$ cat src/rtl/sw_demux_pkg.sv
// Shared types and LEDR/SW bit positions for the switch demux capture block.
package sw_demux_pkg;
  typedef enum logic [1:0] {IDLE, PRESS_DB, HELD, REL_DB} db_state_t;

  localparam int SEL_BIT  = 9;
  localparam int X_LSB    = 0;
  localparam int Y_LSB    = 4;
  localparam int HELD_LED = 8;
  localparam int TGT_LED  = 9;
endpackage

$ cat src/rtl/sw_demux_key_debounce.sv
// Push-button debouncer: press and release each need DEBOUNCE_CYCLES stable cycles;
// accept pulses once per debounced press.
module key_debounce
  import sw_demux_pkg::*;
#(
  parameter int DEBOUNCE_CYCLES = 16
) (
  input  logic CLOCK_50,
  input  logic RESET_N,
  input  logic key_p,
  output logic accept,
  output logic held
);
  localparam int CW = $clog2(DEBOUNCE_CYCLES) + 1;
  localparam logic [CW-1:0] LAST = CW'(DEBOUNCE_CYCLES - 1);

  generate
    if (DEBOUNCE_CYCLES < 2) begin : g_bad_cycles
      $error("key_debounce: DEBOUNCE_CYCLES must be >= 2");
    end
  endgenerate

  db_state_t state, nstate;
  logic [CW-1:0] cnt, ncnt;

  always_ff @(posedge CLOCK_50 or negedge RESET_N) begin
    if (!RESET_N) begin
      state <= IDLE;
      cnt   <= '0;
    end else begin
      state <= nstate;
      cnt   <= ncnt;
    end
  end

  always_comb begin
    nstate = state;
    ncnt   = cnt;
    case (state)
      IDLE: begin
        if (key_p) begin
          nstate = PRESS_DB;
          ncnt   = CW'(1);
        end
      end
      PRESS_DB: begin
        if (!key_p) begin
          nstate = IDLE;
          ncnt   = '0;
        end else if (cnt == LAST) begin
          nstate = HELD;
          ncnt   = '0;
        end else begin
          ncnt = cnt + CW'(1);
        end
      end
      HELD: begin
        if (!key_p) begin
          nstate = REL_DB;
          ncnt   = CW'(1);
        end
      end
      REL_DB: begin
        if (key_p) begin
          nstate = HELD;
          ncnt   = '0;
        end else if (cnt == LAST) begin
          nstate = IDLE;
          ncnt   = '0;
        end else begin
          ncnt = cnt + CW'(1);
        end
      end
      default: begin
        nstate = IDLE;
        ncnt   = '0;
      end
    endcase
  end

  // accept fires in the last stable press cycle; the capture lands on the next edge
  always_comb begin
    accept = (state == PRESS_DB) && key_p && (cnt == LAST);
    held   = (state == HELD) || (state == REL_DB);
  end
endmodule

$ cat src/rtl/sw_demux_capture.sv
// Routes the switch data word into channel X or Y (chosen by SW[9]) on each debounced
// key press; both channels, the held flag and the last target are shown on LEDR.
module sw_demux_capture
  import sw_demux_pkg::*;
#(
  parameter int WIDTH           = 4,
  parameter int DEBOUNCE_CYCLES = 16
) (
  input  logic       CLOCK_50,
  input  logic       RESET_N,
  input  logic [9:0] SW,
  input  logic       KEY_N,
  output logic [9:0] LEDR
);
  generate
    if (WIDTH < 1 || WIDTH > 4) begin : g_bad_width
      $error("sw_demux_capture: WIDTH must be 1..4");
    end
  endgenerate

  logic [1:0][WIDTH-1:0] d_pipe;
  logic [1:0]            sel_pipe;
  logic [1:0]            key_pipe;
  logic                  key_p, accept, held;
  logic [WIDTH-1:0]      x_q, y_q;
  logic                  tgt_q;
  logic                  sw_unused;

  assign sw_unused = ^SW;

  // key synchronizer idles released (1) so reset never looks like a press edge
  always_ff @(posedge CLOCK_50 or negedge RESET_N) begin
    if (!RESET_N) begin
      d_pipe   <= '0;
      sel_pipe <= '0;
      key_pipe <= 2'b11;
    end else begin
      d_pipe   <= {d_pipe[0], SW[WIDTH-1:0]};
      sel_pipe <= {sel_pipe[0], SW[SEL_BIT]};
      key_pipe <= {key_pipe[0], KEY_N};
    end
  end

  assign key_p = ~key_pipe[1];

  key_debounce #(.DEBOUNCE_CYCLES(DEBOUNCE_CYCLES)) u_db (
    .CLOCK_50 (CLOCK_50),
    .RESET_N  (RESET_N),
    .key_p    (key_p),
    .accept   (accept),
    .held     (held)
  );

  always_ff @(posedge CLOCK_50 or negedge RESET_N) begin
    if (!RESET_N) begin
      x_q   <= '0;
      y_q   <= '0;
      tgt_q <= 1'b0;
    end else if (accept) begin
      if (sel_pipe[1]) y_q <= d_pipe[1];
      else             x_q <= d_pipe[1];
      tgt_q <= sel_pipe[1];
    end
  end

  always_comb begin
    LEDR                    = '0;
    LEDR[X_LSB +: WIDTH]    = x_q;
    LEDR[Y_LSB +: WIDTH]    = y_q;
    LEDR[HELD_LED]          = held;
    LEDR[TGT_LED]           = tgt_q;
  end
endmodule

$ cat config.mk
export PLATFORM = sky130hd
export DESIGN_NAME = sw_demux_capture
export DESIGN_NICKNAME = d
export VERILOG_FILES = /design/src/rtl/sw_demux_pkg.sv /design/src/rtl/sw_demux_key_debounce.sv /design/src/rtl/sw_demux_capture.sv
export SDC_FILE = /design/constraint.sdc
export NUM_CORES = 1
export LEC_CHECK = 0
export CORE_UTILIZATION = 52
export DETAILED_ROUTE_END_ITERATION = 10
export PLACE_DENSITY = 0.79
export SLEW_MARGIN = 5
export SYNTH_ARGS = -nofsm -noshare
export SYNTH_HDL_FRONTEND = slang
export SYNTH_SLANG_ARGS = --single-unit
$ cat constraint.sdc
create_clock -name CLOCK_50 -period 4.2 [get_ports CLOCK_50]
set_clock_uncertainty 0.05 [all_clocks]
set_input_delay 0.42 -clock CLOCK_50 [delete_from_list [all_inputs] [get_ports CLOCK_50]]
set_output_delay 0.42 -clock CLOCK_50 [all_outputs]
set_load 0.02 [all_outputs]
==> flow_summary.toml <==
[drt]
firstDrtPassIters = 4
avgViaCountPerCell = 5.13
routed_wl_um = 1580
ant_nets = 0
drtIter0Drc = 1
via_count = 595
drc_errors = 0
wl_per_cell_um = 13.6

[pwr]
peakVddDrop_mv = 0.260
p_comb_share_pct = 5.8
leakagePower_nw = 0.613
swShare_pct = 21.1
switching_power_w = 0.0000925
p_clk_share_pct = 28.6
p_per_area_nw_per_um2 = 340
p_total_w = 0.000438
seqPwrFrac_pct = 65.7
intPower_w = 0.000346

[cts]
cts_root_buf = "clkbuf_4"
cts_buffer_depth = 2
cts_setup_buffers = 0
cts_resized = 0
cts_sinks = 28
htreeDepth = 1
clk_latency_ns = 0.32
cts_tree = "built"
ctsHoldBuffers = 0
clk_pin_slew_ns = 0.14
cts_made_buffers = 3

[place]
post-dp-hpwl_um = 1220
io_buffers = 17
place_congestion = 0.654

[global_routing]
grt_pass1_wl_um = 2490
grt_pass1_vias = 567
overflow = 0
grt_usage_pct = 16.6
antenna_found_initial = 0
grt_max_degree = 25

[logic_synthesis]
synth.distinct_cells = 28
syn-num-nets = 86
ys_ff_latch = 28
seq_area_frac_synth_pct = 65.0
synth_top_area_cell = "dfrtp_1"
syn_area_um2 = 1080
avgSynthCellArea_um2 = 15.0
syn_inst = 72
synth_top_area_share_pct = 60.1
yosys-top-cells-area = "dfrtp_1 (60%), mux2_2 (6.2%), dfstp_2 (4.9%)"
yosysWarnings = 0

[setup_path]
crit_chain = "clkdlybuf4s50_1"
worst_setup_path_start_kind = "register"
critPathTopFamily = "buffers and inverters"
crit_cells = 1
required_ns = 3.73
crit_arrival_ns = 1.46
crit_path_end_kind = "output port"
critPathKind = "register to output port"
slowest_delay_ns = 0.65
reg2reg_depth = 4
r2r_start = "u_db.cnt[0]"
r2r_slack_ns = 2.43
slowest_stage = "clkdlybuf4s50_1"
path_buf_inv = 1
crit_fanout = 5
reg2reg_to = "y_q[2]"

[sta]
rsz0062_at_grt = "no"
fin_crit_ns = 1.93
max_freq_mhz = 519
report.final.setup_viol = 0
report.final.hold_viol_count = 0
post-route-period-util_pct = 45.9
drv_slew = 0
fin_tns_setup_ns = 0
tightestPinTransition_ns = 0.441
max_slew_margin_pct = 70.5

[worst_hold_path]
hold_class = "primary input to async pin"

[final_layout]
layout-drive-gt1-share_pct = 19.1
fin_nets = 104
syn2layout_area_growth_pct = 19.1
antenna_cells = 0
nFillCells = 167

[die]
die_y_um = 47.6
initial_core_util_pct = 55.2
rows = 16
dieArea_um2 = 2270
pin_count = 23
die_x_um = 47.6
core-area_um2 = 1960

[outcome]
status = "finished clean"

[run]
cap_violations = 0
synth_stat cells:
cell	number
and3_1	2
buf_4	2
mux2_1	2
mux2i_1	1
nand4b_4	1
inv_1	4
a221o_1	1
a22o_1	1
nor4_1	2
xor2_2	1
dfstp_2	2
o21ai_0	2
a21oi_1	1
mux2_2	6
and3_2	1
a311oi_1	1
o21a_1	2
dfrtp_1	26
nor2b_1	1
nand2_1	1
ha_1	1
buf_6	2
and4b_1	2
a211o_1	1
xnor2_1	1
clkbuf_1	1
nand4_4	1
nor2_1	3
power groups by stage:
stage	Clock, W	Sequential (W)	Combinational (W)
final	0.000125	0.000288	0.0000252
after global routing	0.000137	0.000289	0.0000284
after CTS	0.000128	0.000288	0.0000257
after detailed placement	0	0.000293	0.0000258
after global placement	0	0.000292	0.0000246
after floorplan	0	0.000290	0.0000136
cells in the final DEF, fill, tap and decap left out, drive strengths merged, types with 2 or more instances in the layout:
cell           synthesis  final
and3                   3      3
and4b                  2      2
o21ai                  2      2
mux2                   8      8
o21a                   2      2
inv                    4      4
nor4                   2      2
clkdlybuf4s50          0     17
nor2                   3      3
dfrtp                 26     26
clkbuf                 1      4
dfstp                  2      2
through the flow:
stage / hold WS [ns] / utilization (%) / worst slack (ns) / std cells / area (µm²)
2_1_floorplan: 0.0744 / - / 2.67 / 72 / 1080
3_3_place_gp: 0.284 / 63.8 / 2.48 / 112 / 1250
3_5_place_dp: 0.286 / 63.8 / 2.43 / 112 / 1250
4_1_cts: 0.249 / 65.7 / 2.26 / 116 / 1290
5_1_grt: 0.252 / 65.7 / 2.22 / 116 / 1290
6_report: 0.245 / 65.7 / 2.27 / 116 / 1290
kinds of logic (layout without fill, tap and decap cells):
| family | after synthesis | count (layout) | share of synthesized area [%] |
|---|---|---|---|
| XOR/XNOR | 2 | 2 | 2.31 |
| AO/OA/AOI/OAI | 9 | 9 | 6.13 |
| flip-flops | 28 | 28 | 65.0 |
| AND/OR/NAND/NOR | 14 | 14 | 11.0 |
| buffers and inverters | 9 | 26 | 5.20 |
| multiplexers | 9 | 9 | 9.25 |
| adder cells (fa/ha/maj) | 1 | 1 | 1.16 |
routing by layer:
layer	routed length [µm]	track usage, %	vias to the layer above
met4	19	6.67	0
li1	-	-	283
met3	48	3.40	4
met2	819	28.2	12
met5	0	0	-
met1	692	20.9	296
sequential cells by signal, indices dropped and copies added, names as in the netlist, named ones only:
signal / cells
y_q: 4
u_db.state: 1
sel_pipe: 2
u_db.cnt: 5
tgt_q: 1
d_pipe: 8
x_q: 4
key_pipe: 2
worst max path at each step:
stage	from	to	slack [ns]
2_1_floorplan	u_db.cnt[0]	y_q[0]	2.67
3_3_place_gp	u_db.cnt[0]	y_q[1]	2.48
3_5_place_dp	u_db.cnt[0]	y_q[1]	2.43
4_1_cts	register	LEDR[8]	2.26
5_1_grt	register	LEDR[8]	2.22
6_report	register	LEDR[8]	2.27
cell type report:
class | instances | area (µm²) | share of cell area, %
flip-flops and latches | 28 | 703 | 54.6
multi-input cells | 35 | 323 | 25.0
repair buffers | 18 | 178 | 13.8
clock buffers | 4 | 36.3 | 2.82
well taps | 27 | 33.8 | 2.62
inverters | 4 | 15.0 | 1.17
(Power assumes the default switching activity.)
==> RTL change 1: new RTL, same settings <==
The 4 states of `db_state_t` get a Gray code encoding in 2 bits.
--- a/src/rtl/sw_demux_pkg.sv
+++ b/src/rtl/sw_demux_pkg.sv
@@ -1,5 +1,5 @@
 // Shared types and LEDR/SW bit positions for the switch demux capture block.
 package sw_demux_pkg;
-  typedef enum logic [1:0] {IDLE, PRESS_DB, HELD, REL_DB} db_state_t;
+  typedef enum logic [1:0] {IDLE = 2'b00, PRESS_DB = 2'b01, HELD = 2'b11, REL_DB = 2'b10} db_state_t;
 
   localparam int SEL_BIT  = 9;
Behaviour: same outputs for any inputs over 10 cycles, from zero or initial values and one cycle with RESET_N low; not proved beyond that.
==> RTL change 1 against the unedited design <==
Critical path depth rose by 3. Wire length rose by 12%. Sequential cell count is the same. Worst setup slack got worse by 0.41 ns. Area after synthesis increased by 6.4%. Count of clock-buffer cells in the layout decreased by 1. Final area increased by 7.8%.
Power is not compared: it rests on default switching activity, and its combinational part moved more than twofold at a synthesized area within 25%.
==> RTL change 1: results (changes against the unedited design) <==
Drt:
- The number of DRC markers after the initial detailed-route iteration came to 5 (+4).
- The number of vias in the routed layout was 695 (+17%).
- The number of optimization iterations in the first detailed-route pass was 4 (unchanged).
- The wire length per cell was 13.58 um (-0.32%).

Logic synthesis:
- Sorting the synthesized cells by how often they occur yields dfrtp_1, ha_1, mux2_2, nand2_1.
- The number of instances in the synthesized netlist is 84 (+17%).
- The sequential-to-total area share from yosys stat is 0.6109 (-0.03884).
- After synthesis, the cell types taking the most area are dfrtp_1, ha_1, mux2_2.
- The number of nets produced by synthesis is 103 (+20%).
- The proportion of synthesized flip-flops having asynchronous set or reset is 1.000 (unchanged).
- The count of yosys warnings during synthesis is 0 (unchanged).
- The post-synthesis cell type count was 30 (+7.1%).

Power and ir drop:
- The leakage power summed over all cells is 0.6510 nW.
- The reported net switching power is 206.7 uW.

Worst hold path:
- The number of cells traversed by the worst hold path is 0.
- The worst hold path terminates at key_pipe[1].
- The start point of the worst min-delay path is key_pipe[0].
- The min-delay analysis places its worst path in the category flop to flop.

CTS:
- The number of gates resized after cts came to 0 (unchanged).
- The CTS buffer count was 3 (unchanged).
- At the later pin of the worst-skew pair, clock insertion delay measures 0.33 ns.
- After clock tree synthesis, the clock-pin slew on the worst setup and hold paths is 0.15 ns.
- The total setup buffers inserted after CTS is 0 (unchanged).
- The root buffer cell is clkbuf_4.

Setup path:
- The maximum fanout along the worst path came to 4 (-1).
- The largest incremental delay on the critical path is 0.53 ns (-0.12 ns).
- The launching point of the worst reg2reg path is u_db.cnt[0].
- The endpoint of the most critical setup path is LEDR[8].
- The length in cells of the worst reg-to-reg path was 5 (+1).
- The arrival time reported for the critical path endpoint is 1.87 ns (+0.41 ns).
- The dominant delay contributor by cell family on the critical path is buffers and inverters.
- The terminus of the critical flop-to-flop path is x_q[0].
- The register-to-register setup slack is 2.07 ns (-0.36 ns).

Finish:
- The number of flip-flops in the largest register is 8 (unchanged).
- The multi-input gate share of total cell area is 0.2928 (+0.04231).
- The layout cell share with drive strength beyond 1 is 0.1942 (+0.003164).
- The number of multi-input combinational cells in the layout is 49 (+40%).
- The count of inserted antenna diode cells is 0 (unchanged).
- The non-clock buffer share of cell area is 0.1279 (-0.009936).
- The number of filler instances in the final layout is 134 (-20%).
- The net count reported at finish was 123 (+18%).
- The largest registers in the layout are d_pipe (8), u_db.cnt (5).
- The sequential cell count is 28 (unchanged).
- The final non-filler cell total is 130 (+12%).
- The area fraction of clock buffers and clock inverters is 0.03784 (+0.009683).

Timing:
- The remaining max-slew budget at the tightest pin is 0.4689 (-0.2363).
- The count of pins over their slew limit is 0 (unchanged).

GRT:
- The global-route wire length before repair came to 3187 um (+28%).
- The number of global-route vias before repair is 722 (+27%).
- The largest net degree at the start of global routing is 19 (-24%).
- The total global-route track usage is 0.1787 (+0.01288).

Placement:
- The last weighted congestion value of the routability-driven placer is 0.7011 (+7.1%).
- The estimated wirelength of the detail-placed design was 1348 um (+10%).
- The number of buffers inserted by port buffering is 17 (unchanged).

Run status:
- The flow ran to the end, and the final reports show no timing, DRC or antenna violations.
-- RTL change 1: changes by cell type after synthesis, sizes merged, moves of 2 or more --
cell	before	now
or2	0	2
and4b	2	0
nand3	0	5
ha	1	6
nand2	1	6
mux2	8	10
nor4	2	0
and3	3	0
-- RTL change 1: logic make-up after synthesis --
group | after synthesis | share of synthesized area
AND/OR/NAND/NOR | 21 | 0.1033
buffers and inverters | 7 | 0.03586
flip-flops | 28 | 0.6109
AO/OA/AOI/OAI | 11 | 0.06522
multiplexers | 11 | 0.1196
adder cells (fa/ha/maj) | 6 | 0.06522
-- RTL change 1: power groups by stage --
stage	Combinational (mW)	Clock [mW]	Sequential, mW
5_1_grt	0.222	0.189	0.322
6_report	0.191	0.174	0.318
4_1_cts	0.195	0.177	0.318
3_3_place_gp	0.183	0	0.321
3_5_place_dp	0.195	0	0.323
2_1_floorplan	0.145	0	0.318
-- RTL change 1: stage by stage --
| step | area [um2] | hold WS (ns) | setup WS, ns | total power [mW] | util |
|---|---|---|---|---|---|
| after CTS | 1389 | 0.3179 | 1.844 | 0.6905 | 0.6869 |
| after global routing | 1389 | 0.3254 | 1.770 | 0.7329 | 0.6869 |
| final | 1389 | 0.3174 | 1.858 | 0.6833 | 0.6869 |
| after global placement | 1336 | 0.2813 | 2.186 | 0.5038 | 0.6609 |
| after detailed placement | 1336 | 0.2896 | 2.068 | 0.5181 | 0.6609 |
| after floorplan | 1151 | 0.07441 | 2.263 | 0.4629 | - |
-- RTL change 1: metal layers --
metal	track usage	routed length, um	part of all wire	vias to the layer above
met5	0	0	0	-
met4	0.08824	37	0.021	0
met3	0.03738	63	0.036	5
met2	0.3009	883	0.50	19
met1	0.2176	780	0.44	337
li1	-	-	-	334
==> RTL change 2: new RTL, same settings <==
Made on the original files. `DEBOUNCE_CYCLES` is set to 16 in 2 places; all go to 32.
--- a/src/rtl/sw_demux_key_debounce.sv
+++ b/src/rtl/sw_demux_key_debounce.sv
@@ -4,5 +4,5 @@
   import sw_demux_pkg::*;
 #(
-  parameter int DEBOUNCE_CYCLES = 16
+  parameter int DEBOUNCE_CYCLES = 32
 ) (
   input  logic CLOCK_50,
--- a/src/rtl/sw_demux_capture.sv
+++ b/src/rtl/sw_demux_capture.sv
@@ -5,5 +5,5 @@
 #(
   parameter int WIDTH           = 4,
-  parameter int DEBOUNCE_CYCLES = 16
+  parameter int DEBOUNCE_CYCLES = 32
 ) (
   input  logic       CLOCK_50,
Formal check against the unedited RTL: same outputs for any inputs over 10 cycles, from zero or initial values and one cycle with RESET_N low; that may be too few to reach the edited logic, so the function may still have changed.
==> RTL change 2 against the unedited design <==
Final area is 7.5% higher. Total power up 17%. Worst setup slack lost 0.17 ns. Sequential cell count grew 1. Area after synthesis grew 4.9%. Synthesized cell count is 14% higher. Wire length grew 19%. Count of clock-buffer cells in the layout grew 3. Critical path type is now flop to flop. Largest power group unchanged.
==> RTL change 2: results (changes against the unedited design) <==
Run status:
- The flow ran to the end, and the final reports show no timing, DRC or antenna violations.

Drt:
- The number of vias in the routed layout came to 700 (+18%).
- The number of DRC markers after the initial detailed-route iteration is 11 (+10).

Logic synthesis:
- The commonest cells after synthesis are dfrtp_1, nand3_1, mux2_2, mux2_4, nand2_1.
- The flip-flop cell with the highest count after synthesis is dfrtp_1.
- The average footprint of a synthesized cell is 13.84 um2 (-7.9%).
- The number of nets produced by synthesis came to 96 (+12%).
- The sequential-to-total area share from yosys stat came to 0.6417 (-0.008035).
- The post-synthesis cell type count came to 32 (+14%).

GRT:
- The largest net degree at the start of global routing is 30 (+20%).
- The total global-route track usage is 0.1826 (+0.01670).
- The global-route wire length before repair is 3125 um (+26%).

Timing:
- The measured slew at the worst slew-check pin is 0.5213 ns (+0.08070 ns).
- The worst-case hold slack came to 0.3033 ns (+0.05858 ns).

Setup path:
- The register-to-register setup slack is 2.10 ns (-0.33 ns).
- The dominant delay contributor by cell family on the critical path is simple AND/OR/NAND/NOR gates.
- On the critical path, the stage with the largest delay is an instance of or4_1.
- The largest incremental delay on the critical path is 0.70 ns (+0.05 ns).
- The maximum fanout along the worst path is 9 (+4).
- The arrival time reported for the critical path endpoint came to 2.25 ns (+0.79 ns).
- The terminus of the critical flop-to-flop path is y_q[0].
- The worst register-to-register path begins at u_db.cnt[1].

CTS:
- The CTS H-tree depth came to 2 (+1).
- The CTS buffer count is 5 (+2).
- The clock-pin transition on the worst setup and hold timing paths is 0.09 ns (-0.05 ns).

Finish:
- The layout cell share with drive strength beyond 1 is 0.2136 (+0.02258).
- The final non-filler cell total is 130 (+12%).

Placement:
- The total placed instance area is 1315 um2 (+5.0%).
- The worst slack at placement came to 2.109 ns (-0.3257 ns).
- The total placed cells including tap cells was 122 (+8.9%).
- The last weighted congestion value of the routability-driven placer came to 0.7303 (+12%).

Worst hold path:
- The path class of the tightest hold or removal check is flop to flop.
- The number of cells traversed by the worst hold path is 0.

Power and ir drop:
- The worst vdd rail ir drop is 0.3097 mV (+19%).
- The switching part of the total power was 0.2183 (+0.007193).
- The leakage power summed over all cells was 0.6221 nW (+1.4%).
==> RTL change 2: worst max-delay path by stage <==
stage | from | end | slack (ns)
after floorplan | u_db.cnt[0] | y_q[0] | 2.31
after global placement | u_db.cnt[0] | y_q[0] | 2.15
final | u_db.cnt[1] | y_q[0] | 2.10
after CTS | u_db.cnt[1] | y_q[0] | 2.10
after detailed placement | u_db.cnt[1] | y_q[0] | 2.11
after global routing | u_db.cnt[0] | y_q[0] | 2.02
==> RTL change 2: power by group through the flow <==
| stage | Sequential (mW) | Combinational (mW) | Clock, mW |
|---|---|---|---|
| floorplan | 0.300 | 0.0141 | 0 |
| global placement | 0.302 | 0.0265 | 0 |
| detailed placement | 0.303 | 0.0280 | 0 |
| CTS | 0.297 | 0.0282 | 0.192 |
| global route | 0.299 | 0.0312 | 0.208 |
| finish | 0.297 | 0.0277 | 0.186 |
==> RTL change 2: logic make-up after synthesis <==
group | Yosys count | synth area share
DFF | 29 | 0.6417
adders and majority gates | 1 | 0.01102
and+or+nand+nor | 20 | 0.1102
muxes | 8 | 0.09261
AOI/OAI and AO/OA | 11 | 0.07277
buffers and inverters | 9 | 0.04078
xor gates and xnor gates | 4 | 0.03088
==> RTL change 2: cell type report <==
class,count,area [um2]
repair buffers,18,177.7
inverters,4,15.01
clock buffers,7,65.06
well taps,27,33.78
clock inverters,1,5.005
multi-input cells,44,360.3
fillers,154,616.8
flip-flops and latches,29,728.2
==> RTL change 2: per-layer routing <==
layer | up-vias | share of wire | GRT usage
li1 | 332 | - | -
met1 | 337 | 0.44 | 0.2225
met2 | 25 | 0.49 | 0.2824
met3 | 6 | 0.044 | 0.05975
met4 | 0 | 0.028 | 0.1078
met5 | - | 0 | 0
